### src/rtl/zigzag_pkg.sv
// Shared types and constants for the 8x8 zigzag scan reader.
package zigzag_pkg;

   localparam int BLOCK_N = 64;

   typedef enum logic {
      FILL  = 1'b0,
      DRAIN = 1'b1
   } state_t;

   typedef struct packed {
      logic [2:0] row;
      logic [2:0] col;
   } coord_t;

endpackage

### src/rtl/zigzag_walker.sv
// Steps (row, col) through the JPEG zigzag order, one position per i_step.
module zigzag_walker
   import zigzag_pkg::*;
(
   input  logic       i_clk,
   input  logic       i_reset,
   input  logic       i_clear,
   input  logic       i_step,
   output logic [2:0] o_row,
   output logic [2:0] o_col
);

   logic [2:0] r_row;
   logic [2:0] r_col;
   logic       r_up;

   // Edge checks on the far side (col 7 / row 7) win over the near-side checks.
   always_ff @(posedge i_clk) begin
      if (i_reset || i_clear) begin
         r_row <= 3'd0;
         r_col <= 3'd0;
         r_up  <= 1'b1;
      end else if (i_step) begin
         if (r_up) begin
            if (r_col == 3'd7) begin
               r_row <= r_row + 3'd1;
               r_up  <= 1'b0;
            end else if (r_row == 3'd0) begin
               r_col <= r_col + 3'd1;
               r_up  <= 1'b0;
            end else begin
               r_row <= r_row - 3'd1;
               r_col <= r_col + 3'd1;
            end
         end else begin
            if (r_row == 3'd7) begin
               r_col <= r_col + 3'd1;
               r_up  <= 1'b1;
            end else if (r_col == 3'd0) begin
               r_row <= r_row + 3'd1;
               r_up  <= 1'b1;
            end else begin
               r_row <= r_row + 3'd1;
               r_col <= r_col - 3'd1;
            end
         end
      end
   end

   assign o_row = r_row;
   assign o_col = r_col;

endmodule

### src/rtl/zigzag_scan_reader.sv
// Buffers one 8x8 block in raster order, then replays it in zigzag order.
// state | meaning
// FILL  | accepting raster coefficients into mem
// DRAIN | emitting mem in zigzag order, input stalled
module zigzag_scan_reader
   import zigzag_pkg::*;
#(
   parameter int DATA_W = 16
) (
   input  logic              i_clk,
   input  logic              i_reset,
   input  logic [DATA_W-1:0] i_in_data,
   input  logic              i_in_valid,
   output logic              o_in_ready,
   output logic [DATA_W-1:0] o_out_data,
   output logic [5:0]        o_out_pos,
   output logic [5:0]        o_out_index,
   output logic              o_out_last,
   output logic              o_out_valid,
   input  logic              i_out_ready
);

   state_t            r_state;
   state_t            w_state_nxt;
   logic [5:0]        r_wr_cnt;
   logic [6:0]        r_rd_cnt;
   logic [DATA_W-1:0] r_mem [BLOCK_N];
   logic [DATA_W-1:0] r_out_data;
   logic [5:0]        r_out_pos;
   logic [5:0]        r_out_index;
   logic              r_out_last;
   logic              r_out_valid;

   coord_t            w_coord;
   logic              w_in_xfer;
   logic              w_out_xfer;
   logic              w_last_xfer;
   logic              w_load;

   assign w_in_xfer   = (r_state == FILL) && i_in_valid;
   assign w_out_xfer  = r_out_valid && i_out_ready;
   assign w_last_xfer = w_out_xfer && r_out_last;
   assign w_load      = (r_state == DRAIN) && (!r_out_valid || i_out_ready)
                        && (r_rd_cnt < 7'(BLOCK_N));

   zigzag_walker u_walker (
      .i_clk   (i_clk),
      .i_reset (i_reset),
      .i_clear (w_last_xfer),
      .i_step  (w_load),
      .o_row   (w_coord.row),
      .o_col   (w_coord.col)
   );

   always_comb begin
      w_state_nxt = r_state;
      case (r_state)
         FILL:    if (w_in_xfer && (r_wr_cnt == 6'(BLOCK_N - 1))) w_state_nxt = DRAIN;
         DRAIN:   if (w_last_xfer) w_state_nxt = FILL;
         default: w_state_nxt = FILL;
      endcase
   end

   always_ff @(posedge i_clk) begin
      if (i_reset) begin
         r_state     <= FILL;
         r_wr_cnt    <= 6'd0;
         r_rd_cnt    <= 7'd0;
         r_out_data  <= '0;
         r_out_pos   <= 6'd0;
         r_out_index <= 6'd0;
         r_out_last  <= 1'b0;
         r_out_valid <= 1'b0;
      end else begin
         r_state <= w_state_nxt;
         if (w_in_xfer) r_wr_cnt <= r_wr_cnt + 6'd1;
         if (w_last_xfer)  r_rd_cnt <= 7'd0;
         else if (w_load)  r_rd_cnt <= r_rd_cnt + 7'd1;
         if (w_load) begin
            r_out_data  <= r_mem[w_coord];
            r_out_pos   <= w_coord;
            r_out_index <= r_rd_cnt[5:0];
            r_out_last  <= (r_rd_cnt == 7'(BLOCK_N - 1));
            r_out_valid <= 1'b1;
         end else if (w_out_xfer) begin
            r_out_valid <= 1'b0;
         end
      end
   end

   // Storage is deliberately not reset; a reset just discards the partial block.
   always_ff @(posedge i_clk) begin
      if (w_in_xfer) r_mem[r_wr_cnt] <= i_in_data;
   end

   assign o_in_ready  = (r_state == FILL);
   assign o_out_data  = r_out_data;
   assign o_out_pos   = r_out_pos;
   assign o_out_index = r_out_index;
   assign o_out_last  = r_out_last;
   assign o_out_valid = r_out_valid;

endmodule

### config.mk
export PLATFORM = sky130hd
export DESIGN_NAME = zigzag_scan_reader
export DESIGN_NICKNAME = d
export VERILOG_FILES = /design/src/rtl/zigzag_pkg.sv /design/src/rtl/zigzag_walker.sv /design/src/rtl/zigzag_scan_reader.sv
export SDC_FILE = /design/constraint.sdc
export NUM_CORES = 1
export LEC_CHECK = 0
export CELL_PAD_IN_SITES_DETAIL_PLACEMENT = 2
export CELL_PAD_IN_SITES_GLOBAL_PLACEMENT = 2
export CORE_UTILIZATION = 44
export CTS_BUF_LIST = sky130_fd_sc_hd__clkbuf_4 sky130_fd_sc_hd__clkbuf_8
export DETAILED_ROUTE_END_ITERATION = 10
export GPL_TIMING_DRIVEN = 1
export PLACE_DENSITY = 0.72
export SLEW_MARGIN = 20
export SYNTH_ARGS = -nofsm -noshare
export SYNTH_HDL_FRONTEND = slang
export SYNTH_SLANG_ARGS = --single-unit
### constraint.sdc
create_clock -name i_clk -period 2.7 [get_ports i_clk]
set_input_delay 0.27 -clock i_clk [delete_from_list [all_inputs] [get_ports i_clk]]
set_output_delay 0.27 -clock i_clk [all_outputs]
set_load 0.01 [all_outputs]
* Word-level counts from Yosys, hierarchy flattened
Memories as Yosys holds them, arrays and structs flattened. A register that Yosys moved wholly into a read port is not among the register bits.
Index checks and enable logic that the tools add are counted.
** Cells by class
- $add $sub $neg :: 6
- $mul :: 0
- Divide/modulo/power cells :: 0
- Magnitude comparators :: 1
- Equal/unequal tests :: 8
- Shift operators :: 0
- Multiplexer cells :: 20
- Bitwise operators :: 1
- Reduce and logical (&&, ||, !) cells :: 15
** Operators with widths (count)
- 3-bit 2-to-1 mux :: 8
- 1-bit 2-to-1 mux :: 11
- 7-bit by 1-bit adder with 7-bit output, second input constant :: 1
- 7-bit by 6-bit == test with 1-bit output, second input constant :: 1
- 7-bit less-than comparator, second input constant :: 1
- 3-bit by 1-bit adder with 3-bit output, second input constant :: 2
- 6-bit by 1-bit adder with 6-bit output, second input constant :: 1
- 3-bit == test, second input constant :: 2
- 6-bit == test, second input constant :: 1
- 1-bit logical AND :: 6
- 3-bit zero test :: 2
- 3-bit AND reduction :: 2
- 3-bit by 1-bit subtractor with 3-bit output, second input constant :: 2
- 3-bit by 1-bit inequality test with 1-bit output, second input constant :: 1
- 3-bit inequality test, second input constant :: 1
- 1-bit logical OR :: 2
- 2-bit by 1-bit inequality test with 1-bit output, second input constant :: 1
- 2-bit inequality test, second input constant :: 1
- 1-bit one-hot mux with 2 select lines :: 1
- 2-bit nonzero test :: 1
- 2-bit OR reduction :: 1
- 1-bit zero test :: 1
- 1-bit NOT :: 1
** Word-level totals
- Flip-flop bits (word level) :: 35
- Bits in latches :: 0
- RAM bits :: 1024
- Bits in read-only memories :: 0
- Input bits :: 20
- Output and inout port bits :: 31
- Word-level logic and storage cells :: 62
- Memories :: 1
** Memory list
- r_mem :: depth 64, bits a word 16, read ports 1, clocked after Yosys merged registers in 1, wr ports 1, line zigzag_scan_reader.sv:27 : logic [DATA_W-1:0] r_mem [BLOCK_N];

* Depth between registers and ports, before layout
Gate-level depths: netlist of the first run.
- Depth in word-level cells :: 5
- Mapped depth :: 11

* By module
A second synthesis of the first run with hierarchy kept.
** Unflattened totals
- Cells, all modules :: 2109
- Area, all modules :: 41725.0 sq um
** Modules (own cells, without submodules)
- zigzag_scan_reader :: instances 1, cells each 2050, area each 41167.0 sq um, sequential area each 31630.3 sq um
- zigzag_walker :: instances 1, cells each 59, area each 558.0 sq um, sequential area each 140.1 sq um

* Worst setup path before layout of the first run
OpenSTA, ideal clock, no wires.
- Path kind :: register to register
- Start point :: register u_walker.r_col[1], in the netlist u_walker.o_col[1]
- End point :: register u_walker.r_col[2], in the netlist u_walker.o_col[2]
- Arrival time :: 2233 ps
- Data required time :: 2581 ps
- Setup slack :: 347 ps
- Cell stages (with the launch flop) :: 11
- Clock period less this slack :: 2353 ps
- Cells stage by stage :: dfxtp_1 > buf_2 > buf_2 > buf_2 > clkbuf_1 > inv_1 > ha_1 > nor2b_1 > a221o_1 > o21ai_0 > a21oi_1
** Between the ends
- Cells in the longest elaborated chain, start to end :: 4
** Ends and longest elaborated chain
- start: declaration :: line zigzag_walker.sv:14 : logic [2:0] r_col;
- start signal: assignment :: line zigzag_walker.sv:29 : r_col <= r_col + 3'd1;
- start signal: assignment :: line zigzag_walker.sv:33 : r_col <= r_col + 3'd1;
- start signal: assignment :: line zigzag_walker.sv:37 : r_col <= r_col + 3'd1;
- 3-bit by 1-bit subtractor with 3-bit output :: line zigzag_walker.sv:44 : r_col <= r_col - 3'd1;
- 3-bit 2-to-1 mux :: line zigzag_walker.sv:39 : end else if (r_col == 3'd0) begin
- 3-bit 2-to-1 mux :: line zigzag_walker.sv:36 : if (r_row == 3'd7) begin
- 3-bit 2-to-1 mux :: line zigzag_walker.sv:24 : if (r_up) begin
Several ways; a longest one is shown, not always the timed one. The select of a mux whose other input is x is not followed.
A chain may end at the register's enable or synchronous reset.

* Worst setup path in the final report of the first run
- Start point :: register r_state
- End point :: memory r_mem[5][14] (enable)
** Between the ends
- Cells in the longest elaborated chain, start to end :: 4
** Ends and longest elaborated chain
- start: declaration :: line zigzag_scan_reader.sv:23 : state_t r_state;
- start signal: assignment :: line zigzag_scan_reader.sv:75 : r_state <= w_state_nxt;
- 1-bit NOT
- 1-bit logical AND :: line zigzag_scan_reader.sv:40 : assign w_in_xfer = (r_state == FILL) && i_in_valid;
- 1-bit 2-to-1 mux :: line zigzag_scan_reader.sv:93 : if (w_in_xfer) r_mem[r_wr_cnt] <= i_in_data;
- 1-bit 2-to-1 mux (implied by the code) :: line zigzag_scan_reader.sv:93
- end: declaration :: line zigzag_scan_reader.sv:27
No other way between the ends.

==> impl_metrics.csv, run 1 <==
group,metric,value,unit
status,status,"finished with violations",
status,violations,"negative setup slack",
timing,worst_pin_slew,1180,ps
setup_path,critPathKind,"reg2reg",
die,die_w,310,um
die,die_h,310,um
routing,drc,0,
power,p_sw_share,24.5,%
clock_tree,clkLatencyLatePin,900,ps
routing,viasPerCell,6.66,
yosys,yosysSeqAreaShare,76.0,%
cells_and_area,fillCellCount,7789,
yosys,synth_area,0.0418,mm^2
setup_path,crit_path_top_delay_cell,"nand2_1",
power,intPower,26.1,mW
timing,fin_crit_sh,107,%
timing,hold-worst-slack,123,ps
timing,finClkSkew,56.2,ps
worst_hold_path,hp-class,"in2reg",
cells_and_area,layout_commonest_cell,"edfxtp_1",
yosys,synthMuxAreaShare,15.0,%
setup_path,critPathMaxStageDelay,530,ps
cells_and_area,multi_input_area,0.00951,mm^2
cells_and_area,post-route-util,53.6,%
placed_design,routabilityCongestion,0.902,
die,core_area,0.0937,mm^2
yosys,synth_top_family_by_area,"multiplexers",
setup_path,worst_setup_path_end_kind,"register",
yosys,synth-async-reset-ratio,0,%
setup_path,reg2reg_depth,5,
yosys,synthAdderAreaFrac,0.299,%
cells_and_area,layout-drive-gt1-share,29.0,%
yosys,yosys.cell_types.count,55,
clock_tree,cts_tree,"built",
routing,vias,25900,
power,ir_drop,0.384,mV
timing,rsz0062_at_grt,"yes",
yosys,yosys.area_share.simple,2.76,%
yosys,yosysWarningCount,0,
die,die_area,0.0962,mm^2
timing,drv_slew,0,
cells_and_area,register_area,0.0318,mm^2
global_routing,grt_pass1_wl,219000,um
worst_hold_path,min_delay_path_depth,1,
timing,setup_ws,-187,ps
power,power.total,34.5,mW
die,row_count,112,
setup_path,startpoint_type,"register",
yosys,synth_area_per_cell,19.8,um^2
yosys,ys_ff_latch,1075,
clock_tree,clock_path_buffers,3,
yosys,synth_compound_area_share,4.07,%
clock_tree,htreeDepth,4,
global_routing,antenna_found_initial,7,
global_routing,grt_usage,33.4,%
power,p_clk_share,44.8,%
routing,routedWlPerCell,43.5,um
die,ioPinCount,51,
power,netSwitchingPower,8.47,mW
setup_path,cp.arrival,3450,ps
routing,ant_nets,0,
placed_design,dp_hpwl,90200,um
routing,routed_wirelength,169000,um
setup_path,cp_data_required_time,3260,ps
routing,drt_pass1_iterations,5,
setup_path,path_max_fanout,16,
clock_tree,cts_sinks,1075,
clock_tree,clock-root-buffer,"clkbuf_8",
global_routing,overflow,0,
yosys,synthesis.instances,2111,
placed_design,pre_cts_ws,-206,ps
yosys,synth_fp_nets,2141,
setup_path,crit_chain,"nor2b_1 > and2_0 > nand2_1 > nor2_1 > buf_12",
timing,period_minus_slack,2890,ps
timing,fmax,346,MHz
flow_run,drv_cap,0,
power,power_frac_seq,53.0,%
placed_design,portBuffers,50,
cells_and_area,fin_nets,2511,
routing,drt_iter0_drc,3759,
timing,finalSetupViolCount,502,
power,p_per_area,688,mW/mm^2
clock_tree,numCtsBuffers,174,
timing,slew_headroom,20.8,%
global_routing,grt_pass1_vias,26200,
cells_and_area,areaGrowthSynthToFinish,20.1,%
clock_tree,clk_pin_slew_worst_paths,80,ps
timing,finalHoldViolations,0,
global_routing,grt_max_degree,65,
timing,setup_tns,-32140,ps
yosys,synth_edf_count,1024,
power,pwr-share-comb,2.2,%
yosys,yosys_most_used_dff,"edfxtp_1",
power,leakage,15.9,nW
yosys,synthXorXnorAreaFrac,0.251,%
die,start_util,44.6,%
cells_and_area,mostFrequentLayoutCells,"1024 x edfxtp_1, 192 x mux2i_1, 184 x clkbuf_8, 149 x buf_4, 143 x mux4_2",
-- power by group through the flow --
stage | clock [mW] | combinational [mW] | sequential [mW]
after global routing | 16.1 | 0.741 | 18.3
after CTS | 15.2 | 0.706 | 18.3
after global placement | 0 | 0.605 | 18.7
after floorplan | 0 | 0.119 | 18.7
after detailed placement | 0 | 0.671 | 18.7
final | 15.5 | 0.749 | 18.3
-- final cells by class --
| type | count | area share (%) |
|---|---|---|
| clock inverters | 74 | 0.989 |
| flip-flops and latches | 1075 | 63.3 |
| inverters | 6 | 0.0449 |
| repair buffers | 313 | 7.65 |
| clock buffers | 243 | 5.93 |
| well taps | 1254 | 3.13 |
| multi-input cells | 911 | 18.9 |
| diodes | 3 | 0.0150 |
-- metal layers --
layer / share of wire (%) / up-vias / global-route usage, %
met5: 0.014 / - / 0
met1: 38 / 13900 / 42.9
met3: 8.7 / 418 / 6.88
li1: - / 9488 / -
met2: 49 / 2012 / 54.9
met4: 5.1 / 4 / 15.1
-- cells in the mapped netlist, types with 2 or more instances --
cell      number  area, um^2
a221oi_1       9        78.8
buf_1         12        45.0
a32oi_1        6        52.6
a21oi_1       39         195
and2_1         4        25.0
and3_1         2        12.5
a21bo_2       10         100
nor2b_1       10        62.6
clkbuf_1      42         158
nand2_1       68         255
buf_6         11         124
a22oi_1       68         510
a21boi_0       6        45.0
xnor2_1        4        35.0
edfxtp_1    1024       30700
or3b_2         2        17.5
xor2_1         8        70.1
a211oi_1       7        52.6
or3_1          2        12.5
nor3_1         4        20.0
a31oi_1       29         181
mux2_2        17         191
nor2_1        98         368
a31o_2         2        17.5
nand3b_1       3        22.5
o221ai_1       5        43.8
mux2i_1      197        1970
ha_1          10         125
o21ai_0       21         105
buf_2         44         220
mux4_1        36         946
o22a_1        10        87.6
a32o_1        10         100
a31o_1         5        43.8
nand4_1       13        81.3
o21ai_1        7        35.0
inv_1          5        18.8
nand2b_1       4        25.0
dfxtp_1       51        1020
mux4_2       141        3180
nand3_1       43         215
buf_4          9        67.6
-- registers in the layout (all words and copies together), names as in the netlist --
register and count:
o_out_index 6, o_out_pos 6, r_rd_cnt 7, u_walker.o_row 3, u_walker.o_col 3, u_walker.r_up 1, o_out_last 1, o_out_valid 1
r_state 1, r_mem 1024, r_wr_cnt 6, o_out_data 16
-- stage by stage --
step	cells	area, um^2
after floorplan	2111	41800
after global placement	3511	46000
after detailed placement	3511	46000
after CTS	3850	49800
after global routing	3877	50200
final	3879	50200
-- worst max-delay path, delay by kind of cell (launching register included) --
family        cells  cell delay (ps)
buf+inv           1              220
simple gates      4             1930
flops             1              390
-- timing repair --
action                                 in CTS  in global routing
pin swaps                                   6                 11
gates cloned                                2                  2
endpoints found under the hold margin     114                  8
hold buffers                                7                  1
buffers inserted                           13                 24
setup endpoints to repair                  13                206
gates resized for setup                    20                 28
-- final timing paths --
kind | startpoint | to | slack [ps]
setup / recovery | r_state | r_mem[5][14] | -190
hold reg to reg | o_out_pos[3] | o_out_pos[3] | 480
setup reg to reg | r_state | r_mem[5][14] | -190
hold / removal | i_in_data[10] | r_mem[29][10] | 120
-- logic make-up (layout without fill, tap and decap cells) --
| kind of cell | after synthesis | in the layout |
|---|---|---|
| fa+ha+maj | 10 | 10 |
| flops | 1075 | 1075 |
| buf+inv | 125 | 636 |
| mux | 391 | 391 |
| other cells | 0 | 3 |
| xor+xnor | 12 | 12 |
| compound gates | 240 | 240 |
| simple gates | 258 | 258 |
(Power assumes the default switching activity.)
==> run 2, diff against run 1 <==
Settings changed: REMOVE_ABC_BUFFERS set to 1.
==> impl_metrics.csv, run 2 (same netlist as run 1, synthesis figures left out) <==
group,metric,value,unit
setup_path,r2r-start,"u_walker.o_row[0]",
routing,ant_nets,0,
power,intPower,25.8,mW
die,ioPinCount,51,
global_routing,grt_max_degree,65,
setup_path,crit_start,"u_walker.o_row[0]",
setup_path,startpoint_type,"register",
timing,slew_headroom,19.1,%
setup_path,worst_setup_path_end_kind,"register",
power,leakage,15.6,nW
power,netSwitchingPower,7.91,mW
clock_tree,clkLatencyLatePin,880,ps
routing,drc,0,
routing,viasPerCell,6.39,
timing,finClkSkew,54.6,ps
clock_tree,cts_tree,"built",
cells_and_area,fin_nets,2472,
power,p_clk_share,43.6,%
routing,routed_wirelength,152000,um
setup_path,path_max_fanout,20,
placed_design,placed_cell_area,0.0457,mm^2
routing,drt_pass1_iterations,5,
cells_and_area,layout-drive-gt1-share,27.5,%
cells_and_area,fillCellCount,7920,
setup_path,cp_data_required_time,3450,ps
global_routing,grt_pass1_vias,25900,
placed_design,dp_hpwl,87600,um
clock_tree,clk_pin_slew_worst_paths,110,ps
die,core_area,0.0937,mm^2
global_routing,grt_usage,31.7,%
clock_tree,cts_sinks,1075,
power,pwr-share-comb,2.1,%
placed_design,routabilityCongestion,0.886,
cells_and_area,mostFrequentLayoutCells,"1024 x edfxtp_1, 192 x mux2i_1, 188 x clkbuf_8, 142 x mux4_2, 115 x buf_4",
worst_hold_path,hp-class,"in2reg",
die,die_h,310,um
timing,finalSetupViolCount,8,
timing,rsz0062_at_grt,"yes",
timing,finalHoldViolations,0,
global_routing,grt_pass1_wl,210000,um
status,violations,"negative setup slack",
clock_tree,clock-root-buffer,"clkbuf_8",
timing,period_minus_slack,2760,ps
setup_path,critPathKind,"reg2reg",
timing,setup_ws,-65.0,ps
worst_hold_path,min_from,"i_in_data[7]",
flow_run,drv_cap,0,
routing,routedWlPerCell,39.7,um
global_routing,overflow,0,
die,start_util,44.6,%
timing,worst_pin_slew,1210,ps
cells_and_area,layout_commonest_cell,"edfxtp_1",
timing,fin_crit_sh,102,%
cells_and_area,areaGrowthSynthToFinish,18.8,%
power,p_per_area,679,mW/mm^2
routing,vias,24500,
power,power_frac_seq,54.3,%
die,row_count,112,
cells_and_area,largest_register_ffs,1024,
routing,drt_iter0_drc,3448,
timing,hold-worst-slack,43.0,ps
clock_tree,numCtsBuffers,176,
clock_tree,clock_path_buffers,3,
cells_and_area,top_register,"r_mem",
timing,fmax,362,MHz
setup_path,cp.arrival,3520,ps
timing,drv_slew,0,
die,die_w,310,um
die,die_area,0.0962,mm^2
power,ir_drop,0.409,mV
global_routing,antenna_found_initial,7,
status,status,"finished with violations",
clock_tree,htreeDepth,4,
placed_design,portBuffers,50,
cells_and_area,final_area,0.0496,mm^2
power,p_sw_share,23.5,%
-- run 2: repair_timing --
action,CTS,global route
hold buffers,8,0
setup endpoints to repair,10,5
hold endpoints to repair,235,0
gates cloned,2,2
pin swaps,2,2
setup buffers,4,16
resized for setup,19,15
-- run 2: power groups by stage --
stage | Clock (mW) | Sequential [mW] | Combinational [mW]
2_1_floorplan | 0 | 18.7 | 0.111
3_3_place_gp | 0 | 18.7 | 0.570
3_5_place_dp | 0 | 18.7 | 0.640
4_1_cts | 14.8 | 18.3 | 0.673
5_1_grt | 15.5 | 18.3 | 0.696
6_report | 14.7 | 18.3 | 0.692
-- run 2: per-stage QoR --
step                      utilization, %  std cells  TNS (ps)  setup WS (ps)  power [mW]
after floorplan                        -       1992   -196590          -8180        18.8
after global placement              48.7       3486      -522           -177        19.2
after detailed placement            48.7       3486     -5130           -330        19.3
after CTS                           52.7       3820         0           1.65        33.8
after global routing                52.9       3839      -200          -77.1        34.5
final                               52.9       3842      -277          -65.0        33.7
-- run 2: cell type report --
cell class / instances / area, um^2 / area share [%]
Sequential cell: 1075 / 31800 / 64.0
Multi-Input combinational cell: 911 / 9450 / 19.0
Timing Repair Buffer: 272 / 3380 / 6.82
Clock buffer: 255 / 3090 / 6.23
Tap cell: 1254 / 1570 / 3.16
Clock inverter: 65 / 323 / 0.650
Inverter: 6 / 25.0 / 0.0504
Antenna cell: 4 / 10.0 / 0.0202
-- run 2: path summary, 6_finish.rpt --
kind | to | slack [ps] | depth (start not counted)
hold / removal | r_mem[15][7] | 40 | 1
hold reg to reg | o_out_pos[3] | 480 | 2
setup reg to reg | o_out_data[1] | -60 | 7
setup / recovery | o_out_data[1] | -60 | 7
-- run 2: critical path, cell delays in order, from the launching register on --
cell     delay (ps)
dfxtp_1         490
inv_4           270
buf_12          240
buf_4           320
mux2i_2         420
o22a_1          350
nand3_1         220
a32o_1          330
-- run 2: metal layers --
layer	global-route usage, %	share of wire, %	vias up
met4	16.2	5.3	2
met5	0	0.0085	-
met2	52.3	49	1578
met3	5.32	7.8	367
met1	40.7	38	13200
li1	-	-	9397
